--- config.mk ---
export PLATFORM = sky130hd
export DESIGN_NAME = mem_align_unit
export DESIGN_NICKNAME = d
export VERILOG_FILES = /design/src/rtl/mem_align_unit.sv
export SDC_FILE = /design/constraint.sdc
export NUM_CORES = 1
export LEC_CHECK = 0
export ABC_CLOCK_PERIOD_IN_PS = 5400
export CORE_AREA = 5 5 124 126
export CTS_CLUSTER_SIZE = 14
export DETAILED_ROUTE_END_ITERATION = 12
export DIE_AREA = 0 0 129 131
export DONT_BUFFER_PORTS = 1
export MAX_ROUTING_LAYER = met4
export PLACE_DENSITY = 0.71
export SYNTH_ARGS = -nofsm -noshare
export SYNTH_HDL_FRONTEND = slang
export SYNTH_SLANG_ARGS = --single-unit
--- constraint.sdc ---
create_clock -name clk -period 5.4 [get_ports clk]
set_clock_uncertainty 0.1 [all_clocks]
set_input_delay 1.08 -clock clk [delete_from_list [all_inputs] [get_ports clk]]
set_output_delay 1.08 -clock clk [all_outputs]
set_load 0.01 [all_outputs]
--- src/rtl/mem_align_unit.sv ---
// Load/store alignment unit in front of a word-wide data RAM: lane steering, sign/zero extension,
// and two-beat splitting of word-crossing accesses. Define MISALIGN_TRAP_EN to trap misaligned requests instead.
module mem_align_unit #(
  parameter int DM_ADDRESS = 9,
  parameter int DATA_W     = 32
) (
  input  logic                  clk,
  input  logic                  reset,
  input  logic                  req_valid,
  output logic                  req_ready,
  input  logic                  MemRead,
  input  logic                  MemWrite,
  input  logic [2:0]            Funct3,
  input  logic [DM_ADDRESS-1:0] a,
  input  logic [DATA_W-1:0]     wd,
  output logic                  rsp_valid,
  output logic                  rsp_err,
  output logic [DATA_W-1:0]     rd,
  output logic [DM_ADDRESS-3:0] dm_addr,
  output logic [3:0]            dm_we,
  output logic [DATA_W-1:0]     dm_wdata,
  input  logic [DATA_W-1:0]     dm_rdata
);

  localparam int AW = DM_ADDRESS - 2;

  typedef enum logic {S_IDLE, S_SECOND} state_t;

  state_t r_state, w_state_nxt;

  function automatic logic [3:0] size_mask(input logic is_load, input logic [2:0] f3);
    logic [3:0] m;
    m = 4'b1111;
    if (is_load) begin
      case (f3)
        3'b000, 3'b100: m = 4'b0001;
        3'b001, 3'b101: m = 4'b0011;
        default:        m = 4'b1111;
      endcase
    end else begin
      case (f3)
        3'b000:  m = 4'b0001;
        3'b001:  m = 4'b0011;
        default: m = 4'b1111;
      endcase
    end
    return m;
  endfunction

  function automatic logic [31:0] rotl_bytes(input logic [31:0] d, input logic [1:0] o);
    logic [31:0] r;
    case (o)
      2'd0:    r = d;
      2'd1:    r = {d[23:0], d[31:24]};
      2'd2:    r = {d[15:0], d[31:16]};
      default: r = {d[7:0],  d[31:8]};
    endcase
    return r;
  endfunction

  // Bytes arrive packed as {upper word, lower word}; shift the first byte of the access down to lane 0.
  function automatic logic [31:0] load_extend(input logic [63:0] v, input logic [1:0] o,
                                              input logic [2:0] f3);
    logic [31:0]        sh;
    logic signed [7:0]  b;
    logic signed [15:0] h;
    logic signed [31:0] ext;
    sh  = 32'(v >> {o, 3'b000});
    b   = signed'(sh[7:0]);
    h   = signed'(sh[15:0]);
    ext = signed'(sh);
    case (f3)
      3'b000:  ext = b;
      3'b001:  ext = h;
      3'b100:  ext = signed'({24'h0, sh[7:0]});
      3'b101:  ext = signed'({16'h0, sh[15:0]});
      default: ext = signed'(sh);
    endcase
    return unsigned'(ext);
  endfunction

  logic          w_accept;
  logic          w_is_load;
  logic          w_is_store;
  logic [1:0]    w_o;
  logic [AW-1:0] w_word;
  logic [3:0]    w_smask;
  logic [7:0]    w_lanes;
  logic          w_cross;
  logic          w_trap;
  logic [31:0]   w_wrot;

  assign w_accept   = req_valid && req_ready && reset;
  assign w_is_load  = MemRead;
  assign w_is_store = MemWrite && !MemRead;
  assign w_o        = a[1:0];
  assign w_word     = a[DM_ADDRESS-1:2];
  assign w_smask    = size_mask(MemRead, Funct3);
  assign w_lanes    = {4'b0000, w_smask} << w_o;
  assign w_cross    = |w_lanes[7:4];
  assign w_wrot     = rotl_bytes(wd, w_o);

`ifdef MISALIGN_TRAP_EN
  logic w_misalign;
  assign w_misalign = ((w_smask == 4'b0011) && a[0]) || ((w_smask == 4'b1111) && (w_o != 2'd0));
  assign w_trap     = (w_is_load || w_is_store) && w_misalign;
`else
  assign w_trap     = 1'b0;
`endif

  logic          r_rsp_vld_p1;
  logic          r_err_p1;
  logic [31:0]   r_rd_p1;
  logic [31:0]   r_lo;
  logic [AW-1:0] r_word_nxt;
  logic [3:0]    r_we_hi;
  logic [31:0]   r_wdata;
  logic [1:0]    r_o;
  logic [2:0]    r_f3;
  logic          r_is_load;

  always_comb begin
    w_state_nxt = r_state;
    req_ready   = (r_state == S_IDLE);
    dm_addr     = w_word;
    dm_we       = 4'b0000;
    dm_wdata    = w_wrot;
    case (r_state)
      S_IDLE: begin
        if (w_accept && w_is_store && !w_trap)
          dm_we = w_lanes[3:0];
        if (w_accept && (w_is_load || w_is_store) && w_cross && !w_trap)
          w_state_nxt = S_SECOND;
      end
      S_SECOND: begin
        dm_addr     = r_word_nxt;
        dm_we       = r_we_hi;
        dm_wdata    = r_wdata;
        w_state_nxt = S_IDLE;
      end
      default: w_state_nxt = S_IDLE;
    endcase
    // Reset is sampled at the same edge the RAM writes on, so it must also mask the enables.
    if (!reset) begin
      dm_we       = 4'b0000;
      w_state_nxt = S_IDLE;
    end
  end

  // Response stage: registered one cycle after the last RAM beat
  always_ff @(posedge clk) begin
    if (!reset) begin
      r_state      <= S_IDLE;
      r_rsp_vld_p1 <= 1'b0;
      r_err_p1     <= 1'b0;
      r_rd_p1      <= 32'h0;
    end else begin
      r_state      <= w_state_nxt;
      r_rsp_vld_p1 <= 1'b0;
      case (r_state)
        S_IDLE: begin
          if (w_accept && (w_is_load || w_is_store)) begin
            if (w_trap) begin
              r_rsp_vld_p1 <= 1'b1;
              r_err_p1     <= 1'b1;
            end else if (!w_cross) begin
              r_rsp_vld_p1 <= 1'b1;
              r_err_p1     <= 1'b0;
              if (w_is_load)
                r_rd_p1 <= load_extend({32'h0, dm_rdata}, w_o, Funct3);
            end
          end
        end
        S_SECOND: begin
          r_rsp_vld_p1 <= 1'b1;
          r_err_p1     <= 1'b0;
          if (r_is_load)
            r_rd_p1 <= load_extend({dm_rdata, r_lo}, r_o, r_f3);
        end
        default: r_rsp_vld_p1 <= 1'b0;
      endcase
    end
  end

  // Split context: first-beat data and everything the second beat needs
  always_ff @(posedge clk) begin
    if (r_state == S_IDLE && w_accept) begin
      r_lo       <= dm_rdata;
      r_word_nxt <= w_word + AW'(1);
      r_we_hi    <= w_is_store ? w_lanes[7:4] : 4'b0000;
      r_wdata    <= w_wrot;
      r_o        <= w_o;
      r_f3       <= Funct3;
      r_is_load  <= w_is_load;
    end
  end

  assign rsp_valid = r_rsp_vld_p1;
  assign rd        = r_rd_p1;
`ifdef MISALIGN_TRAP_EN
  assign rsp_err   = r_err_p1;
`else
  assign rsp_err   = r_err_p1 & 1'b0;
`endif

endmodule

==> results of run 1 <==
## tightest hold or removal path: stages, from the launching register on
cell,delay [ns]
dfxtp_1,0.34
nand2_1,0.08
o32ai_1,0.07
## layer usage
metal	vias to the layer above	global-route usage, %	wire [um]
li1	2294	-	-
met1	2485	25.9	6910
met2	274	34.1	8800
met3	51	7.40	1900
met4	0	10.7	590
met5	-	-	0
## stage by stage
| stage | instances | cell area, um^2 |
|---|---|---|
| 3_5_place_dp | 733 | 6930 |
| 3_3_place_gp | 733 | 6930 |
| 5_1_grt | 765 | 7510 |
| 6_report | 765 | 7510 |
| 2_1_floorplan | 596 | 6920 |
| 4_1_cts | 765 | 7510 |
## cell families (layout without fill, tap and decap cells)
logic type,after synthesis,count (layout),share of synthesized area (%)
fa+ha+maj,1,1,0.181
buf+inv,57,42,4.16
compound gates,172,172,16.5
mux,129,129,26.4
flops,114,114,44.5
xor+xnor,5,5,0.633
other cells,1,1,0.0542
simple gates,117,117,7.57
## registers in the layout, indices dropped and copies added (netlist names)
signal and flops:
r_f3 3, r_is_load 1, r_lo 32, r_o 2
r_state 1, r_wdata 32, r_we_hi 3, r_word_nxt 7
rd 32, rsp_valid 1
## cell type report
cell class	instances	area (um^2)	share of cell area (%)
Clock buffer	23	499	6.65
Clock inverter	9	78.8	1.05
Inverter	4	15.0	0.200
Multi-Input combinational cell	425	3560	47.4
Sequential cell	114	3080	41.1
Tap cell	184	230	3.07
Timing Repair Buffer	6	45.0	0.600
## cells in the mapped netlist, types with 3 or more instances
master | number | area share (%)
buf_6 | 3 | 0.49
edfxtp_1 | 80 | 35
o21ai_0 | 20 | 1.4
a32o_1 | 19 | 2.7
nand2_1 | 48 | 2.6
and2_1 | 4 | 0.36
a22oi_1 | 6 | 0.65
nand2b_1 | 3 | 0.27
xnor2_1 | 4 | 0.51
buf_2 | 15 | 1.1
a21oi_1 | 87 | 6.3
o32ai_1 | 5 | 0.63
buf_4 | 8 | 0.87
mux4_2 | 32 | 10
nor2_1 | 40 | 2.2
mux2i_1 | 26 | 3.8
nand3_1 | 5 | 0.36
mux4_1 | 3 | 1.1
a311oi_1 | 8 | 1.0
a221o_1 | 4 | 0.58
nor2b_1 | 5 | 0.45
dfxtp_1 | 34 | 9.8
o211ai_1 | 7 | 0.76
mux2_2 | 68 | 11
clkbuf_1 | 23 | 1.2
## worst paths after layout
path / to / slack (ns)
max: dm_wdata[29] / 1.64
min: rd[11]$_SDFFE_PN0P_ / 0.44
max reg2reg: rd[29]$_SDFFE_PN0P_ / 2.03
min reg2reg: rd[11]$_SDFFE_PN0P_ / 0.44
## where the power goes
| part | internal [mW] | switching, mW | total (mW) |
|---|---|---|---|
| Clock | 0.693 | 0.391 | 1.08 |
| Combinational | 0.138 | 0.174 | 0.312 |
| Sequential | 0.987 | 0.0283 | 1.02 |
| Total | 1.82 | 0.594 | 2.41 |
==> summary.md, run 1 <==
| Metric | Value |
|---|---|
| First-pass detailed-route iteration total | 5 |
| Buffer and inverter count on the worst path | 2 |
| First DRT Iteration DRCs | 328 |
| Fin crit period | around 3.8 ns |
| ANT cells | 0 |
| Largest net degree at the start of global routing | 84 |
| Prevailing post-synth register cell | edfxtp_1 |
| Hold WC Path Type | register to register |
| Layout fillers | about 1200 |
| Final core occ | 52.9% |
| Cell variety after synth | 57 |
| First-pass GRT wire length | 27.6 mm |
| I/O Buffers | 0 |
| Critical path data arrival time | 2.58 ns |
| Clk slew on worst S/H paths | 0.05 ns |
| Clock Path Buffers | 2 |
| CP required | 4.22 ns |
| Core area | 0.0142 mm^2 |
| Crit-path max FO | 53 |
| Static Leakage | between 2 and 3 nW |
| Final wirelength | 18.2 mm |
| Fmax | 266 MHz |
| Final setup TNS | 0 ns |
| Number of synthesized flops with an enable pin | 80 |
| Most frequent cells in the layout | 87 x a21oi_1, 80 x edfxtp_1, 68 x mux2_2, 48 x nand2_1, 40 x nor2_1 |
| Clk root buf | clkbuf_16 |
| Syn_area_per_cell | roughly 12 um^2 |
| CTS sink cnt | 114 |
| Postcts setup bufs | 0 |
| Worst hold path cell count | 2 |
| CP Class | input port to output pin |
| # DRC | 0 |
| Worst slew pin tran | 1.09 ns |
| Share of cells above drive strength 1 | 25.1% |
| Synth Register Bits | 114 |
| Num rows | 44 |
| Status | finished, final reports clean |
| Routed len/inst | approximately 24 um |
| Vias in the first global route | 4913 |
| WHS | 0.438 ns |
| Worst r2r src | r_state$_SDFF_PP0_ |
| CP startpoint | a[1] |
| Power per standard cell area | approximately 320 mW/mm^2 |
| PnR worst setup slack | about 1.6 ns |
| CP Launch Type | input port |
| Pre-CTS setup slack | 1.71 ns |
| Final Cycle Share | 69.6% |
| Relative slew margins | 27.6% |
| Critical Path Sink Type | output pin |
| Post-route ant nets | 0 |
| VDD IR max | between 0.2 and 0.25 mV |
| DIE AREA | 0.0169 mm^2 |
| RSZ-0062 raised after global routing | no |
| CTS tree | done |
| Max-slew violations | 0 |
| Grt ovf | 0 |
| Initial antenna violation count | 0 |
| Setup-failing EPs final | 0 |
| Cts hold-fix bufs | 0 |
| Register area share after synthesis | 44.5% |
| Critical path's slowest cell | clkinv_1 |
| CP max stage delay | between 0.4 and 0.5 ns |
| Syn Inst Count | 596 |
| CTS H-tree depth | 4 |
| Syn Nets | 678 |
| Die H | around 130 um |
| Worst Hold Launch | rd[11]$_SDFFE_PN0P_ |
| Die Width | 129 um |
| MaxCap Viol Count | 0 |
| Commonest non-fill, non-tap cell in the layout | a21oi_1 |
| GPL Wtd Cong | 0.858 |
| Nets | 650 |
| CTS buffer count | 17 |
| Post-Syn Area | 0.00692 mm^2 |
| Via density per instance | approximately 6.7 |
| Skew-Pair Late Insertion Delay | 0.42 ns |
| Top Family by Delay on Critical Path | buffers and inverters |
| Async S/R FF share, synth | 0% |
| Final hold vios | 0 |
| Post-cts sizing count | 0 |
| Total number of vias | around 5100 |
| Total track usage | around 22% |
| Reg2Reg Depth | 6 |
| IO Pins | between 150 and 200 |
| Area Growth Syn to Fin | 8.44% |
| Crit path cell chain | clkinv_1, buf_4, nor2_1, a21oi_1, mux2_2 |
| Syn. warnings | 0 |
| Total power draw | 2.41 mW |
| Post-DP HPWL | 12.5 mm |
| Worst path depth | 5 |
| Starting Density | 48.7% |
Note: power is estimated with default switching activity, not from simulation.
==> run 2, diff against run 1 <==
ABC_CLOCK_PERIOD_IN_PS = 3100   (was 5400)
PLACE_DENSITY = 0.74   (was 0.71)
clock period = 3.1 ns   (was 5.4 ns; I/O delays follow)
==> run 2 against run 1 <==
  * Hold slack worse by 0.24 ns
  * Cell area rose by 0.57%
  * Sequential share of layout area fell by 0.23 points
  * Combinational power grew 77%
  * Register-to-register slack got worse by 1.4 ns
  * Total power rose by 70%
  * Cell count up 1.6%
  * Clock power increased by 64%
  * Wire length is 2.5% higher
  * Global-route usage is 0.95 points higher
  * Sequential cell count did not move
  * Die area is the same
==> summary.md, run 2 (synthesis results as in run 1) <==
| Metric | Value |
|---|---|
| Status | finished, final reports clean |
| DP Cell Count | 745 (+1.6%) |
| Max-slew violations | 0 (unchanged) |
| Skew-Pair Late Insertion Delay | 0.41 ns (about the same) |
| Clock Path Buffers | 2 (unchanged) |
| CTS buffer count | 17 (unchanged) |
| Clk root buf | clkbuf_16 |
| Area Growth Syn to Fin | 9.05% |
| First-pass GRT wire length | 28.8 mm (+4.3%) |
| Total number of vias | 5138 (+0.67%) |
| Clk slew on worst S/H paths | 0.05 ns (about the same) |
| Commonest non-fill, non-tap cell in the layout | a21oi_1 |
| VDD IR max | 0.393 mV (+71%) |
| DIE AREA | 0.0169 mm^2 (unchanged) |
| CTS H-tree depth | 4 (unchanged) |
| Fmax | 368 MHz |
| CP Launch Type | register |
| Routed len/inst | 24.0 um (+0.95%) |
| Setup-failing EPs final | 0 (unchanged) |
| CTS tree | done |
| Crit-path max FO | 36 (-32%) |
| I/O Buffers | 0 (unchanged) |
| Num rows | 44 (unchanged) |
| Worst slew pin tran | 0.863 ns (-0.222 ns) |
| Share of cells above drive strength 1 | 26.0% (+0.84 points) |
| Fin crit period | 2.72 ns |
| Final hold vios | 0 (unchanged) |
| Most frequent cells in the layout | 87 x a21oi_1, 80 x edfxtp_1, 68 x mux2_2, 48 x nand2_1, 40 x nor2_1 |
| Post-route ant nets | 0 (unchanged) |
| RSZ-0062 raised after global routing | no |
| Largest net degree at the start of global routing | 70 (-17%) |
| Via density per instance | 6.61 (-0.89%) |
| Final setup TNS | 0 ns (unchanged) |
| Core area | 0.0142 mm^2 (unchanged) |
| CTS sink cnt | 114 (unchanged) |
| Post-cts sizing count | 0 (unchanged) |
| Cts hold-fix bufs | 0 (unchanged) |
| WHS | 0.199 ns (-0.239 ns) |
| Die H | 131 um (unchanged) |
| # DRC | 0 (unchanged) |
| Post-DP HPWL | 13.2 mm (+6.2%) |
| Die Width | 129 um (unchanged) |
| IO Pins | 159 (unchanged) |
| Critical Path Sink Type | output pin |
| Static Leakage | 2.55 nW (+1.7%) |
| Relative slew margins | 42.5% (+15 points) |
| Hold WC Path Type | input port to register |
| Total power draw | 4.09 mW (+70%) |
| Vias in the first global route | 5359 (+9.1%) |
| Initial antenna violation count | 0 (unchanged) |
| MaxCap Viol Count | 0 (unchanged) |
| CP required | 2.38 ns (-1.84 ns) |
| Power per standard cell area | 541 mW/mm^2 (+69%) |
| Starting Density | 48.7% (unchanged) |
| ANT cells | 0 (unchanged) |
| CP Class | register to output pin |
| First-pass detailed-route iteration total | 5 (unchanged) |
| GPL Wtd Cong | 0.884 (+3.1%) |
| Total track usage | 23.0% (+0.95 points) |
| First DRT Iteration DRCs | 358 (+9.1%) |
| Critical path data arrival time | 2.00 ns (-0.58 ns) |
| Final wirelength | 18.7 mm (+2.5%) |
| Postcts setup bufs | 0 (unchanged) |
| Non-filler cells, final | 777 (+1.6%) |
| Nets | 662 (+1.8%) |
| Final Cycle Share | 87.7% |
| Grt ovf | 0 (unchanged) |
==> run 2: cell types whose count changed in the layout (fill, tap and decap cells not counted), sizes merged <==
cell,previous run,this run
clkinv,6,5
clkinvlp,2,0
bufinv,1,0
buf,6,18
clkbuf,23,27
==> run 2: routing by layer <==
layer | GRT usage, % | part of all wire, %
met4 | 13.3 | 4.5
met5 | - | 0
met3 | 8.54 | 11
met2 | 35.0 | 47
met1 | 26.0 | 37
==> run 2: stage by stage <==
| stage | cell area [um^2] | setup slack (ns) | utilization, % |
|---|---|---|---|
| 2_1_floorplan | 6930 | 0.0776 | - |
| 4_1_cts | 7550 | 0.337 | 53.2 |
| 3_5_place_dp | 7020 | 0.590 | 49.4 |
| 6_report | 7550 | 0.381 | 53.2 |
| 5_1_grt | 7550 | 0.290 | 53.2 |
| 3_3_place_gp | 7020 | 0.667 | 49.4 |
==> run 2: cell type report <==
type / count / area [um^2]
Timing Repair Buffer: 18 / 135
Tap cell: 184 / 230
Clock buffer: 27 / 504
Sequential cell: 114 / 3080
Clock inverter: 5 / 26.3
Multi-Input combinational cell: 425 / 3560
Inverter: 4 / 15.0
Fill cell: 1231 / 6650
==> run 2: where the power goes <==
part           switching, mW  internal [mW]  total (mW)
sequential            0.0513           1.72        1.77
combinational          0.304          0.249       0.552
clock                  0.661           1.10        1.77
==> run 2: worst paths after layout <==
| path | slack [ns] | depth (start not counted) | end | start |
|---|---|---|---|---|
| setup / recovery | 0.38 | 2 | dm_wdata[11] | r_state$_SDFF_PP0_ |
| hold / removal | 0.20 | 0 | r_lo[21]$_DFFE_PP_ | dm_rdata[21] |
| hold reg to reg | 0.43 | 2 | rd[14]$_SDFFE_PN0P_ | rd[14]$_SDFFE_PN0P_ |
| setup reg to reg | 0.63 | 5 | rd[10]$_SDFFE_PN0P_ | r_state$_SDFF_PP0_ |
==> run 2: worst max-delay path: stages (launching register included) <==
cell and delay [ns]:
dfxtp_1 0.42, inv_2 0.67, mux2_2 0.46
==> run 3, diff against run 2 <==
ABC_CLOCK_PERIOD_IN_PS = 3090   (was 3100)
PLACE_DENSITY = 0.71   (was 0.74)
clock period = 3.09 ns   (was 3.1 ns; I/O delays follow)
==> run 3 against run 2 <==
  * Register-to-register slack better by 0.09 ns
  * Count of clock-buffer cells in the layout down 2
  * Largest power group is now the clock network
  * Sequential share of layout area down 0.38 points
  * Worst setup slack better by 0.040 ns
  * Sequential cell count unchanged
==> summary.md, run 3 (synthesis results as in run 1) <==
| Metric | Value |
|---|---|
| Static Leakage | 2.59 nW (+1.3%) |
| MaxCap Viol Count | 0 (unchanged) |
| Max-slew violations | 0 (unchanged) |
| VDD IR max | 0.406 mV (+3.3%) |
| Most frequent CP cell | buf_4 |
| Nets | 660 (-0.30%) |
| Skew-Pair Late Insertion Delay | 0.42 ns (about the same) |
| Postcts setup bufs | 0 (unchanged) |
| Total track usage | 22.3% (-0.70 points) |
| Final Cycle Share | 86.4% |
| CP Class | register to output pin |
| Worst r2r src | r_o[1]$_DFFE_PP_ |
| CTS tree | done |
| R2r setup slk | 0.72 ns (+0.09 ns) |
| Fin crit period | 2.67 ns |
| Combinational Power Share | 13.0% (-0.5 points) |
| Buffer and inverter count on the worst path | 3 (+2) |
| Commonest non-fill, non-tap cell in the layout | a21oi_1 |
| Crit-path max FO | 43 (+19%) |
| Fmax | 375 MHz |
| CTS H-tree depth | 4 (unchanged) |
| Reg2Reg Depth | 5 (unchanged) |
| Worst R2R End | rd[9]$_SDFFE_PN0P_ |
| Clk slew on worst S/H paths | 0.06 ns (about the same) |
| Num rows | 44 (unchanged) |
| Most frequent cells in the layout | 87 x a21oi_1, 80 x edfxtp_1, 68 x mux2_2, 48 x nand2_1, 40 x nor2_1 |
| Largest net degree at the start of global routing | 70 (unchanged) |
| Clk network pwr share | 45.8% (+2.6 points) |
| Critical Path Sink Type | output pin |
| Hold Path Sink | r_f3[2]$_DFFE_PP_ |
| DP Cell Count | 743 (-0.27%) |
| Total number of vias | 5098 (-0.78%) |
| Layout fillers | 1215 (-1.3%) |
| # DRC | 0 (unchanged) |
| Register share of total power | 41.3% (-2.0 points) |
| Clock Path Buffers | 2 (unchanged) |
| Setup-failing EPs final | 0 (unchanged) |
| CP max stage delay | 0.43 ns (-0.24 ns) |
| Final setup TNS | 0 ns (unchanged) |
| Die H | 131 um (unchanged) |
| Post-route ant nets | 0 (unchanged) |
| First-pass detailed-route iteration total | 7 (+2) |
| Power per standard cell area | 563 mW/mm^2 (+4.0%) |
| Starting Density | 48.7% (unchanged) |
| DIE AREA | 0.0169 mm^2 (unchanged) |
| Status | finished, final reports clean |
| Post-DP HPWL | 12.7 mm (-3.7%) |
| Top Family by Delay on Critical Path | buffers and inverters |
| Via density per instance | 6.58 (-0.52%) |
| IO Pins | 159 (unchanged) |
| Critical path's slowest cell | mux2_2 |
| Routed len/inst | 23.5 um (-2.2%) |
| First-pass GRT wire length | 28.2 mm (-2.2%) |
| Initial antenna violation count | 0 (unchanged) |
| Post-cts sizing count | 0 (unchanged) |
| Non-filler cells, final | 775 (-0.26%) |
| First DRT Iteration DRCs | 363 (+1.4%) |
| RSZ-0062 raised after global routing | no |
| Area Growth Syn to Fin | 10.1% |
| GPL Wtd Cong | 0.936 (+5.8%) |
| CTS buffer count | 17 (unchanged) |
| Vias in the first global route | 5145 (-4.0%) |
| Clk root buf | clkbuf_16 |
| Hold WC Path Type | input port to register |
| Worst Hold Launch | Funct3[2] |
| Relative slew margins | 54.8% (+12 points) |
| Grt ovf | 0 (unchanged) |
| I/O Buffers | 0 (unchanged) |
| P_sw | 1.04 mW (+2.3%) |
| Final hold vios | 0 (unchanged) |
| CP Launch Type | register |
| CP required | 2.37 ns (about the same) |
| Pint | 3.25 mW (+5.9%) |
| Worst hold path cell count | 0 (unchanged) |
| Core area | 0.0142 mm^2 (unchanged) |
| ANT cells | 0 (unchanged) |
| Switching share of power | 24.2% (-0.63 points) |
| Critical path data arrival time | 1.95 ns (-0.05 ns) |
| Die Width | 129 um (unchanged) |
| Share of cells above drive strength 1 | 26.7% (+0.76 points) |
| Worst slew pin tran | 0.677 ns (-0.186 ns) |
| Cts hold-fix bufs | 0 (unchanged) |
| Final wirelength | 18.2 mm (-2.5%) |
| CTS sink cnt | 114 (unchanged) |
| Crit path cell chain | buf_4, inv_2, buf_4, mux2_2 |
-- run 3: changes by cell type in the layout (fill, tap and decap cells not counted), sizes merged --
| cell | previous run | this run |
|---|---|---|
| buf | 18 | 16 |
| clkbuf | 27 | 25 |
| bufinv | 0 | 1 |
| inv | 4 | 5 |
-- run 3: metrics by stage --
step / power (mW) / utilization (%) / hold WS (ns) / worst slack [ns] / instance area (um^2)
final: 4.29 / 53.6 / 0.192 / 0.421 / 7620
after global routing: 4.44 / 53.6 / 0.174 / 0.329 / 7620
after CTS: 4.31 / 53.6 / 0.184 / 0.402 / 7620
after detailed placement: 2.36 / 49.4 / 0.421 / 0.646 / 7020
after global placement: 2.34 / 49.4 / 0.422 / 0.687 / 7020
after floorplan: 2.27 / - / 0.394 / 0.0716 / 6930
-- run 3: worst max path at each step --
| stage | cells past startpoint | start | slack [ns] | endpoint |
|---|---|---|---|---|
| floorplan | 6 | reset | 0.07 | dm_we[0] |
| global placement | 6 | req_valid | 0.69 | rd[29]$_SDFFE_PN0P_ |
| detailed placement | 6 | req_valid | 0.65 | rd[9]$_SDFFE_PN0P_ |
| CTS | 4 | r_state$_SDFF_PP0_ | 0.40 | dm_wdata[11] |
| global route | 4 | r_state$_SDFF_PP0_ | 0.33 | dm_wdata[7] |
| finish | 4 | r_state$_SDFF_PP0_ | 0.42 | dm_wdata[7] |
-- run 3: layout make-up --
cell class | instances | area [um^2] | area share (%)
Clock buffer | 25 | 537 | 7.04
Clock inverter | 7 | 66.3 | 0.870
Inverter | 4 | 15.0 | 0.197
Multi-Input combinational cell | 425 | 3560 | 46.7
Sequential cell | 114 | 3080 | 40.5
Tap cell | 184 | 230 | 3.02
Timing Repair Buffer | 16 | 133 | 1.74
-- run 3: worst register-to-register path, cell delays in order (launching register included) --
cell and delay, ns:
edfxtp_1 0.42, buf_4 0.30, mux4_1 0.65, a21oi_1 0.31, a22oi_1 0.17, a32o_1 0.29
-- run 3: power by group through the flow --
stage	combinational, mW	sequential [mW]	clock (mW)
after global routing	0.606	1.78	2.06
after detailed placement	0.556	1.80	0
after CTS	0.558	1.77	1.98
after global placement	0.545	1.80	0
after floorplan	0.485	1.78	0
final	0.556	1.77	1.96
-- run 3: routing by layer --
metal | wire length (um) | track usage, %
met1 | 6860 | 25.5
met2 | 9040 | 36.2
met3 | 1930 | 8.33
met4 | 376 | 7.78
met5 | 0 | -
